[config.mk]
export PLATFORM = sky130hd
export DESIGN_NAME = rv32v_elem_sequencer
export DESIGN_NICKNAME = d
export VERILOG_FILES = /design/src/rtl/rv32v_types_pkg.sv /design/src/rtl/rv32v_seq_perf.sv /design/src/rtl/rv32v_elem_sequencer.sv
export SDC_FILE = /design/constraint.sdc
export NUM_CORES = 1
export LEC_CHECK = 0
export CAP_MARGIN = 0
export CORE_AREA = 2 2 84 167
export CTS_CLUSTER_DIAMETER = 150
export CTS_CLUSTER_SIZE = 8
export DETAILED_ROUTE_END_ITERATION = 12
export DIE_AREA = 0 0 86 169
export RECOVER_POWER = 100
export SYNTH_ARGS = -nofsm -noshare
export SYNTH_HDL_FRONTEND = slang
export SYNTH_HIERARCHICAL = 1
export SYNTH_SLANG_ARGS = --single-unit
[constraint.sdc]
create_clock -name CLK -period 4.43 [get_ports CLK]
set_input_delay 0.886 -clock CLK [delete_from_list [all_inputs] [get_ports CLK]]
set_output_delay 0.886 -clock CLK [all_outputs]
set_load 0.05 [all_outputs]
[src/rtl/rv32v_types_pkg.sv]
// Shared types for the vector element sequencer: index type, FSM states, captured op command.
package rv32v_types_pkg;

    localparam int unsigned VLMAX = 32;
    localparam int unsigned IW    = $clog2(VLMAX) + 1;
    localparam int unsigned DW    = 32;

    typedef logic [IW-1:0] vidx_t;

    typedef enum logic [1:0] {
        IDLE = 2'd0,
        RUN  = 2'd1,
        DONE = 2'd2
    } seq_state_t;

    typedef struct packed {
        vidx_t            vl;
        vidx_t            vstart;
        logic             vm;
        logic [VLMAX-1:0] v0_mask;
    } seq_cmd_t;

    // Requested lengths above VLMAX are limited to VLMAX so the index never wraps.
    function automatic vidx_t clamp_vl(input vidx_t v);
        return (v > vidx_t'(VLMAX)) ? vidx_t'(VLMAX) : v;
    endfunction

endpackage

[src/rtl/rv32v_seq_perf.sv]
// Saturating performance counters for the element sequencer (stall cycles, committed elements).
module rv32v_seq_perf (
    input  logic        CLK,
    input  logic        nRST,
    input  logic        i_stall_evt,
    input  logic        i_elem_evt,
    output logic [31:0] o_stall_cnt,
    output logic [31:0] o_elem_cnt
);

    logic [31:0] r_stall_cnt;
    logic [31:0] r_elem_cnt;

    // Count events, holding at all-ones; only reset clears the counters.
    always_ff @(posedge CLK or posedge nRST) begin
        if (nRST) begin
            r_stall_cnt <= '0;
            r_elem_cnt  <= '0;
        end else begin
            if (i_stall_evt && (r_stall_cnt != '1)) r_stall_cnt <= r_stall_cnt + 32'd1;
            if (i_elem_evt  && (r_elem_cnt  != '1)) r_elem_cnt  <= r_elem_cnt  + 32'd1;
        end
    end

    assign o_stall_cnt = r_stall_cnt;
    assign o_elem_cnt  = r_elem_cnt;

endmodule

[src/rtl/rv32v_elem_sequencer.sv]
// Element-serial controller between vector issue and the VFU/VRF.
// Optional perf counters: define RV32V_SEQ_PERF_EN to add perf_stall_cnt / perf_elem_cnt.
module rv32v_elem_sequencer
    import rv32v_types_pkg::*;
(
    input  logic             CLK,
    input  logic             nRST,
    input  logic             start,
    input  vidx_t            vl,
    input  vidx_t            vstart,
    input  logic             vm,
    input  logic [VLMAX-1:0] v0_mask,
    input  logic             flush,
    output logic             busy,
    output logic             done,
    output vidx_t            vrf_ridx,
    input  logic [DW-1:0]    vrf_rdataA,
    input  logic [DW-1:0]    vrf_rdataB,
    output logic [DW-1:0]    vfu_opA,
    output logic [DW-1:0]    vfu_opB,
    output logic             vfu_mask_bit,
    output logic             vfu_valid,
    input  logic             vfu_stall,
    input  logic [DW-1:0]    vfu_res,
    output logic             vrf_wen,
    output vidx_t            vrf_widx,
    output logic [DW-1:0]    vrf_wdata
`ifdef RV32V_SEQ_PERF_EN
    ,
    output logic [31:0]      perf_stall_cnt,
    output logic [31:0]      perf_elem_cnt
`endif
);

    seq_state_t r_state;
    vidx_t      r_idx;
    seq_cmd_t   r_cmd;

    logic  w_run;
    logic  w_active;
    logic  w_commit;
    logic  w_last;
    vidx_t w_vl_clamp;
    logic  w_unused;

    assign w_vl_clamp = clamp_vl(vl);
    assign w_run      = (r_state == RUN);
    assign w_active   = r_cmd.vm | r_cmd.v0_mask[r_idx[IW-2:0]];
    assign w_commit   = w_run & ~vfu_stall & ~flush;
    assign w_last     = (r_idx == (r_cmd.vl - vidx_t'(1)));
    // Captured start index is kept with the command but not needed after capture.
    assign w_unused   = ^r_cmd.vstart;

    // Sequencer state, element index and captured command.
    always_ff @(posedge CLK or posedge nRST) begin
        if (nRST) begin
            r_state <= IDLE;
            r_idx   <= '0;
            r_cmd   <= '0;
        end else if (flush) begin
            r_state <= IDLE;
        end else begin
            case (r_state)
                IDLE: begin
                    if (start) begin
                        r_cmd.vl      <= w_vl_clamp;
                        r_cmd.vstart  <= vstart;
                        r_cmd.vm      <= vm;
                        r_cmd.v0_mask <= v0_mask;
                        r_idx         <= vstart;
                        r_state       <= (vstart >= w_vl_clamp) ? DONE : RUN;
                    end
                end
                RUN: begin
                    if (!vfu_stall) begin
                        r_idx <= r_idx + vidx_t'(1);
                        if (w_last) r_state <= DONE;
                    end
                end
                DONE:    r_state <= IDLE;
                default: r_state <= IDLE;
            endcase
        end
    end

    // Element presentation and same-cycle commit; everything idles to zero outside RUN.
    always_comb begin
        busy         = w_run;
        done         = (r_state == DONE) & ~flush;
        vfu_valid    = w_run;
        vrf_ridx     = w_run ? r_idx : '0;
        vfu_opA      = w_run ? vrf_rdataA : '0;
        vfu_opB      = w_run ? vrf_rdataB : '0;
        vfu_mask_bit = w_run & r_cmd.v0_mask[r_idx[IW-2:0]];
        vrf_wen      = w_commit & w_active;
        vrf_widx     = w_run ? r_idx : '0;
        vrf_wdata    = w_run ? vfu_res : '0;
    end

`ifdef RV32V_SEQ_PERF_EN
    rv32v_seq_perf u_perf (
        .CLK         (CLK),
        .nRST        (nRST),
        .i_stall_evt (w_run & vfu_stall),
        .i_elem_evt  (vrf_wen),
        .o_stall_cnt (perf_stall_cnt),
        .o_elem_cnt  (perf_elem_cnt)
    );
`endif

endmodule

==> results by group, run 1 <==
Critical path
  • Critical Path Start Type: flip-flop
  • Setup crit end: vrf_wen
  • R2r setup slk: 2.17 ns
  • Critical path class: reg2out
  • Crit Path Max Fanout: 15
  • Worst EP arrival: 3.01 ns
  • Required @ worst endpoint: about 3.5 ns
  • Setup crit start: r_idx[2]$_DFFE_PP0P_
  • Kind of end point of the critical path: output pin
  • Path depth of the worst reg2reg path: 3
  • Reg2Reg Launch Point: r_state[0]$_DFFE_PP0P_
  • Worst reg2reg endpoint: r_cmd[32]$_DFFE_PP0P_

Logic synthesis
  • Area leader, netlist: dfrtp_1
  • Number of synthesized flops with an enable pin: 0
  • Syn Std Cell Area: 0.00328 mm^2
  • Most common flop cell mapped by yosys: dfrtp_1
  • Most common cell in the synthesized netlist: nand2_1
  • FFs w/ async S/R, synth: 100%
  • Syn Area/Cell: 8.13 um^2
  • Most instantiated cells after synthesis: nand2_1 (115), and2_1 (101), dfrtp_1 (47)
  • Dominant cells by area after synthesis: dfrtp_1 (36%), and2_1 (19%), nand2_1 (13%)
  • Synth Instances: 403
  • Cell variety after synth: 44
  • Top cell type's share of synthesized area: 35.9%
  • Synthesized flop and latch total: between 40 and 50
  • Syn_nets: approximately 560
  • Sequential share of the synthesized area: a little over a third
  • Yosys warns: 6

Place
  • Detailed placement HPWL: between 10,000 and 15,000 um
  • GP Congestion: 0.787
  • Placed cell count: a little under 800
  • IO buf count: 258

STA
  • Peak Freq: between 200 and 300 MHz
  • Measured slew at the worst slew-check pin: 1.80 ns
  • Crit path time final: 3.90 ns
  • Final hold vios: 0
  • Setup tns final: 0 ns
  • Relative slew slack: -20.4%
  • RSZ-0062 raised after global routing: false
  • Setup violators final: 0
  • Final worst-path cycle share: 87.9%
  • Slew Viols, Final: 86
  • Layout Skew: 0.00533 ns

Floorplan
  • Total core area: between 0.01 and 0.015 mm^2
  • Die Y: 169 um
  • Num rows: 60
  • Initial Utilization: 24.7%
  • DIE WIDTH: between 80 and 90 um
  • Area of the die: 0.0145 mm^2
  • Io pins: 259

Layout
  • Final Non-Filler Cells: 794
  • Fillers: 1,333
  • Syn-to-layout area delta: 86.8%
  • Ant diodes: 0
  • Nets@finish: slightly below 800
  • Share of cells above drive strength 1: 2.35%

Routing
  • Avg Vias per Cell: 4.47
  • Antenna-violating nets left: 0
  • Vias: 3,553
  • Drt pass-1 iters: 5
  • Total routed wirelength: 13,000 um
  • # DRC: 0
  • Initial DRC Count: 225
  • Drt wl/cell: 16.4 um

Clocking
  • H-tree depth: 2
  • Max Root-Sink Buffers: 2
  • Insertion delay to the later sink of the worst-skew pair: 0.28 ns
  • CTS tree: done
  • Clock transition at the registers of the reported paths: 0.06 ns
  • Hold_buf cts: 0
  • Root buffer cell: clkbuf_16
  • Post-CTS setup buffer count: 0
  • TritonCTS Buffers: 5
  • Cts repair resizes: 0
  • # clock sinks: 47

Power and ir drop
  • Max VDD drop: 178 uV
  • Total power: 0.00224 W
  • P_leak: ~2.9 nW
  • Power Dens Cells: 365 mW/mm^2

Global routing
  • Largest net degree at the start of global routing: 94
  • Initial antenna violation count: 0
  • Total GRT Usage: 17.2%
  • Grt total ovfl: 0
  • Vias in the first global route: roughly 3,400
  • First-pass GRT wire length: 19,200 um

Hold path
  • HP Class: reg2reg

Run status
  • Status: finished with violations
  • Failing checks: capacitance limit, slew limit

Run
  • Max Cap Viol: 2
-- registers in the layout, indices dropped and copies added, names as in the netlist --
signal,count
r_cmd,39
r_idx,6
r_state,2
-- kinds of logic after synthesis --
family / Yosys count / share of synthesized area, %
compound gates: 38 / 7.79
mux: 12 / 6.56
xor+xnor: 7 / 1.87
simple gates: 249 / 38.9
buf+inv: 42 / 5.99
fa+ha+maj: 8 / 3.05
flops: 47 / 35.9
-- layer usage --
layer  GRT usage (%)  wire length (um)  part of all wire (%)
met4            4.07               236                   1.8
met1            20.0              4940                    38
met5               0                 0                     0
met3            4.00              1130                   8.7
met2            31.1              6690                    52
-- placed cells by master (no fill, tap or decap), types with 2 or more instances in the layout --
master,synthesis,final
nand2b_1,6,6
clkbuf_16,0,5
xnor2_1,7,7
a21oi_1,11,11
nor4_1,2,2
o21ai_0,11,11
and2_1,101,101
dlygate4sd3_1,0,115
nand3_1,7,7
clkdlybuf4s50_1,0,143
a21o_1,2,2
ha_1,8,8
clkbuf_1,23,2
o22ai_1,2,2
dfrtp_1,47,47
nor2_1,4,4
o2111ai_1,2,2
nor2b_1,4,4
inv_1,8,8
nand2_1,115,115
mux2i_1,5,5
nand3b_1,2,2
mux4_1,5,5
bufinv_16,0,2
-- power breakdown --
part | internal [W] | switching [W] | leakage [nW]
logic | 0.000478 | 0.000626 | 2.27
clock network | 0.000323 | 0.000162 | 0.0900
registers | 0.000531 | 0.000115 | 0.581
total | 0.00133 | 0.000903 | 2.94
-- final cells by class --
cell class	instances	area (um^2)	share of cell area, %
multi-input cells	314	1910	31.3
flip-flops and latches	47	1180	19.2
well taps	155	194	3.17
clock buffers	5	125	2.04
repair buffers	262	2620	42.7
clock inverters	3	67.6	1.10
inverters	8	30.0	0.490
-- critical path: stages, from the launching register on --
cell           delay [ns]
dfrtp_1              0.64
mux4_1               0.24
mux2i_1              0.07
or3_1                0.32
and4_4               0.20
a2111oi_4            0.34
dlygate4sd3_1        0.92
-- metrics by stage --
| stage | instance area [um^2] | worst slack (ns) | hold slack [ns] | util (%) |
|---|---|---|---|---|
| after floorplan | 3280 | 1.45 | 0.437 | - |
| after global placement | 5940 | 0.884 | 0.458 | 44.7 |
| after detailed placement | 5940 | 0.874 | 0.459 | 44.7 |
| after CTS | 6130 | 0.567 | 0.475 | 46.1 |
| after global routing | 6120 | 0.360 | 0.499 | 46.1 |
| final | 6120 | 0.534 | 0.467 | 46.1 |
-- worst min path at each step --
stage | from | to | slack [ns] | cells past startpoint
after floorplan | r_cmd[1]$_DFFE_PP0P_ | r_cmd[1]$_DFFE_PP0P_ | 0.44 | 2
after global routing | r_cmd[9]$_DFFE_PP0P_ | r_cmd[9]$_DFFE_PP0P_ | 0.50 | 2
final | r_cmd[10]$_DFFE_PP0P_ | r_cmd[10]$_DFFE_PP0P_ | 0.47 | 2
after global placement | r_cmd[9]$_DFFE_PP0P_ | r_cmd[9]$_DFFE_PP0P_ | 0.46 | 2
after CTS | r_cmd[10]$_DFFE_PP0P_ | r_cmd[10]$_DFFE_PP0P_ | 0.48 | 2
after detailed placement | r_cmd[6]$_DFFE_PP0P_ | r_cmd[6]$_DFFE_PP0P_ | 0.46 | 2
Power figures use the tool's default switching activity.
==> inputs of run 2 (changes only) <==
- RECOVER_POWER: 100 -> default
==> run 2 against run 1 <==
  * The run now ends clean
  * Cell count did not move
  * Combinational power rose by 4%
  * Global-route usage did not move
  * Clock skew barely moved
  * Sequential share of layout area barely moved
  * First-iteration DRC count did not move
  * Die area did not move
  * Flip-flop and latch count did not move
  * Core utilization rose by 0.056 points
  * Routed wire length rose by 0.54%
  * Sequential power barely moved
==> results by group, run 2 (synthesis gave the netlist of run 1 again) <==
Layout
  • Share of cells above drive strength 1: 3.13%
  • Area occupied by multi-input gates: 0.00191 mm^2
  • Biggest register: r_cmd
  • Ant diodes: 0
  • Final Instance Area: 0.00613 mm^2
  • Syn-to-layout area delta: 87.1%
  • Max reg flops: 39
  • Commonest non-fill, non-tap cells in the layout: clkdlybuf4s50_1 (258), nand2_1 (115), and2_1 (101)
  • Final Non-Filler Cells: 794
  • Regs by FF count: r_cmd x39, r_idx x6, r_state x2
  • Nets@finish: 792
  • Most common cell after layout, fill and taps aside: clkdlybuf4s50_1
  • Fillers: 1,331
  • Storage cell area: 0.00118 mm^2

Critical path
  • Delay-heaviest family, CP: buffers and inverters
  • Reg2Reg Launch Point: r_state[1]$_DFFE_PP0P_
  • Critical Path Start Type: flip-flop
  • Path depth of the worst reg2reg path: 3
  • Crit Path Max Fanout: 15
  • Worst reg2reg endpoint: r_cmd[42]$_DFFE_PP0P_
  • R2r setup slk: 2.47 ns
  • Slowest cell on crit path: clkdlybuf4s50_1
  • Critical-path cell list: mux4_1, mux2i_1, or3_1, and4_4, a2111oi_4, clkdlybuf4s50_1
  • Critical path class: reg2out
  • Kind of end point of the critical path: output pin
  • Worst EP arrival: roughly 3 ns
  • CP Buf/Inv Count: 1
  • Required @ worst endpoint: ~3.5 ns
  • Worst stage delay on the critical path: 0.86 ns

STA
  • Hold slack: 0.467 ns
  • Final worst-path cycle share: 86.7%
  • Crit path time final: 3.84 ns
  • Final hold vios: 0
  • Setup tns final: 0 ns
  • Peak Freq: around 260 MHz
  • Layout Skew: 0.00498 ns
  • Relative slew slack: 33.7%
  • Slew Viols, Final: 0
  • RSZ-0062 raised after global routing: false
  • Setup violators final: 0
  • Measured slew at the worst slew-check pin: 0.993 ns

Floorplan
  • Io pins: 259
  • Area of the die: 0.0145 mm^2
  • DIE WIDTH: about 86 um
  • Num rows: 60
  • Initial Utilization: roughly 25%
  • Die Y: roughly 170 um
  • Total core area: 0.0133 mm^2

Place
  • DP Area: 0.00594 mm^2
  • IO buf count: between 200 and 300
  • Placed cell count: 786
  • Detailed placement HPWL: 10,600 um
  • GP Congestion: 0.787

Clocking
  • Max Root-Sink Buffers: 2
  • Cts repair resizes: 0
  • CTS tree: done
  • H-tree depth: 2
  • Hold_buf cts: 0
  • TritonCTS Buffers: 5
  • Post-CTS setup buffer count: 0
  • Insertion delay to the later sink of the worst-skew pair: 0.28 ns
  • # clock sinks: 47
  • Root buffer cell: clkbuf_16
  • Clock transition at the registers of the reported paths: 0.06 ns

Global routing
  • Grt total ovfl: 0
  • Initial antenna violation count: 0
  • Vias in the first global route: 3,365
  • First-pass GRT wire length: approximately 19,000 um
  • Largest net degree at the start of global routing: 94
  • Total GRT Usage: about 17%

Hold path
  • Worst hold stages: 2
  • WHS Endpoint: r_cmd[10]$_DFFE_PP0P_
  • HP Class: reg2reg
  • Worst Hold Launch: r_cmd[10]$_DFFE_PP0P_

Routing
  • Drt pass-1 iters: 4
  • Drt wl/cell: 16.4 um
  • Total routed wirelength: around 13,000 um
  • Vias: 3,520
  • Avg Vias per Cell: 4.43
  • Antenna-violating nets left: 0
  • # DRC: 0
  • Initial DRC Count: about 230

Power and ir drop
  • Max VDD drop: 178 uV
  • P_leak: 2.60 nW
  • Power Dens Cells: 371 mW/mm^2

Run
  • Max Cap Viol: 0

Run status
  • Status: finished, final reports clean
-- run 2: cell count changes in the layout (fill, tap and decap cells not counted) --
| cell | delta |
|---|---|
| dlygate4sd3_1 | -115 |
| clkdlybuf4s50_1 | +115 |
| clkbuf_1 | -2 |
| or4b_2 | +1 |
| buf_4 | +2 |
| inv_2 | +2 |
| inv_1 | -2 |
| or4b_1 | -1 |
-- run 2: worst max path at each step --
stage	startpoint	endpoint	slack, ns	cells after the start
after floorplan	r_idx[0]$_DFFE_PP0P_	vrf_wen	1.45	6
after global placement	flush	vrf_wen	0.88	3
after detailed placement	flush	vrf_wen	0.87	3
after CTS	r_idx[2]$_DFFE_PP0P_	vrf_wen	0.57	6
after global routing	r_idx[2]$_DFFE_PP0P_	vrf_wen	0.48	6
final	r_idx[2]$_DFFE_PP0P_	vrf_wen	0.59	6
-- run 2: through the flow --
step / util, % / total power (W) / worst slack, ns
finish: 46.1 / 0.00227 / 0.588
global route: 46.1 / 0.00240 / 0.481
CTS: 46.1 / 0.00229 / 0.567
detailed placement: 44.7 / 0.00180 / 0.874
global placement: 44.7 / 0.00179 / 0.884
floorplan: - / 0.00140 / 1.45
-- run 2: cell type report --
class	count	share of cell area [%]
Sequential cell	47	19.2
Multi-Input combinational cell	314	31.2
Tap cell	155	3.16
Timing Repair Buffer	262	42.8
Clock inverter	3	1.10
Inverter	8	0.490
Clock buffer	5	2.04
-- run 2: report_power, final --
part / internal [W] / switching (W) / leakage [nW]
Clock: 0.000323 / 0.000161 / 0.0900
Sequential: 0.000531 / 0.000115 / 0.581
Combinational: 0.000511 / 0.000632 / 1.93
Total: 0.00136 / 0.000909 / 2.60
-- run 2: worst reg2reg max path, cell delays in order, from the launching register on --
cell and delay [ns]:
dfrtp_1 0.44, or4b_2 1.09, nand2_1 0.20, o21ai_0 0.09
-- run 2: routing by layer --
| layer | GRT usage, % | share of wire, % |
|---|---|---|
| met3 | 4.00 | 8.3 |
| met5 | 0 | 0 |
| met4 | 4.07 | 1.6 |
| met2 | 31.1 | 51 |
| met1 | 20.0 | 39 |
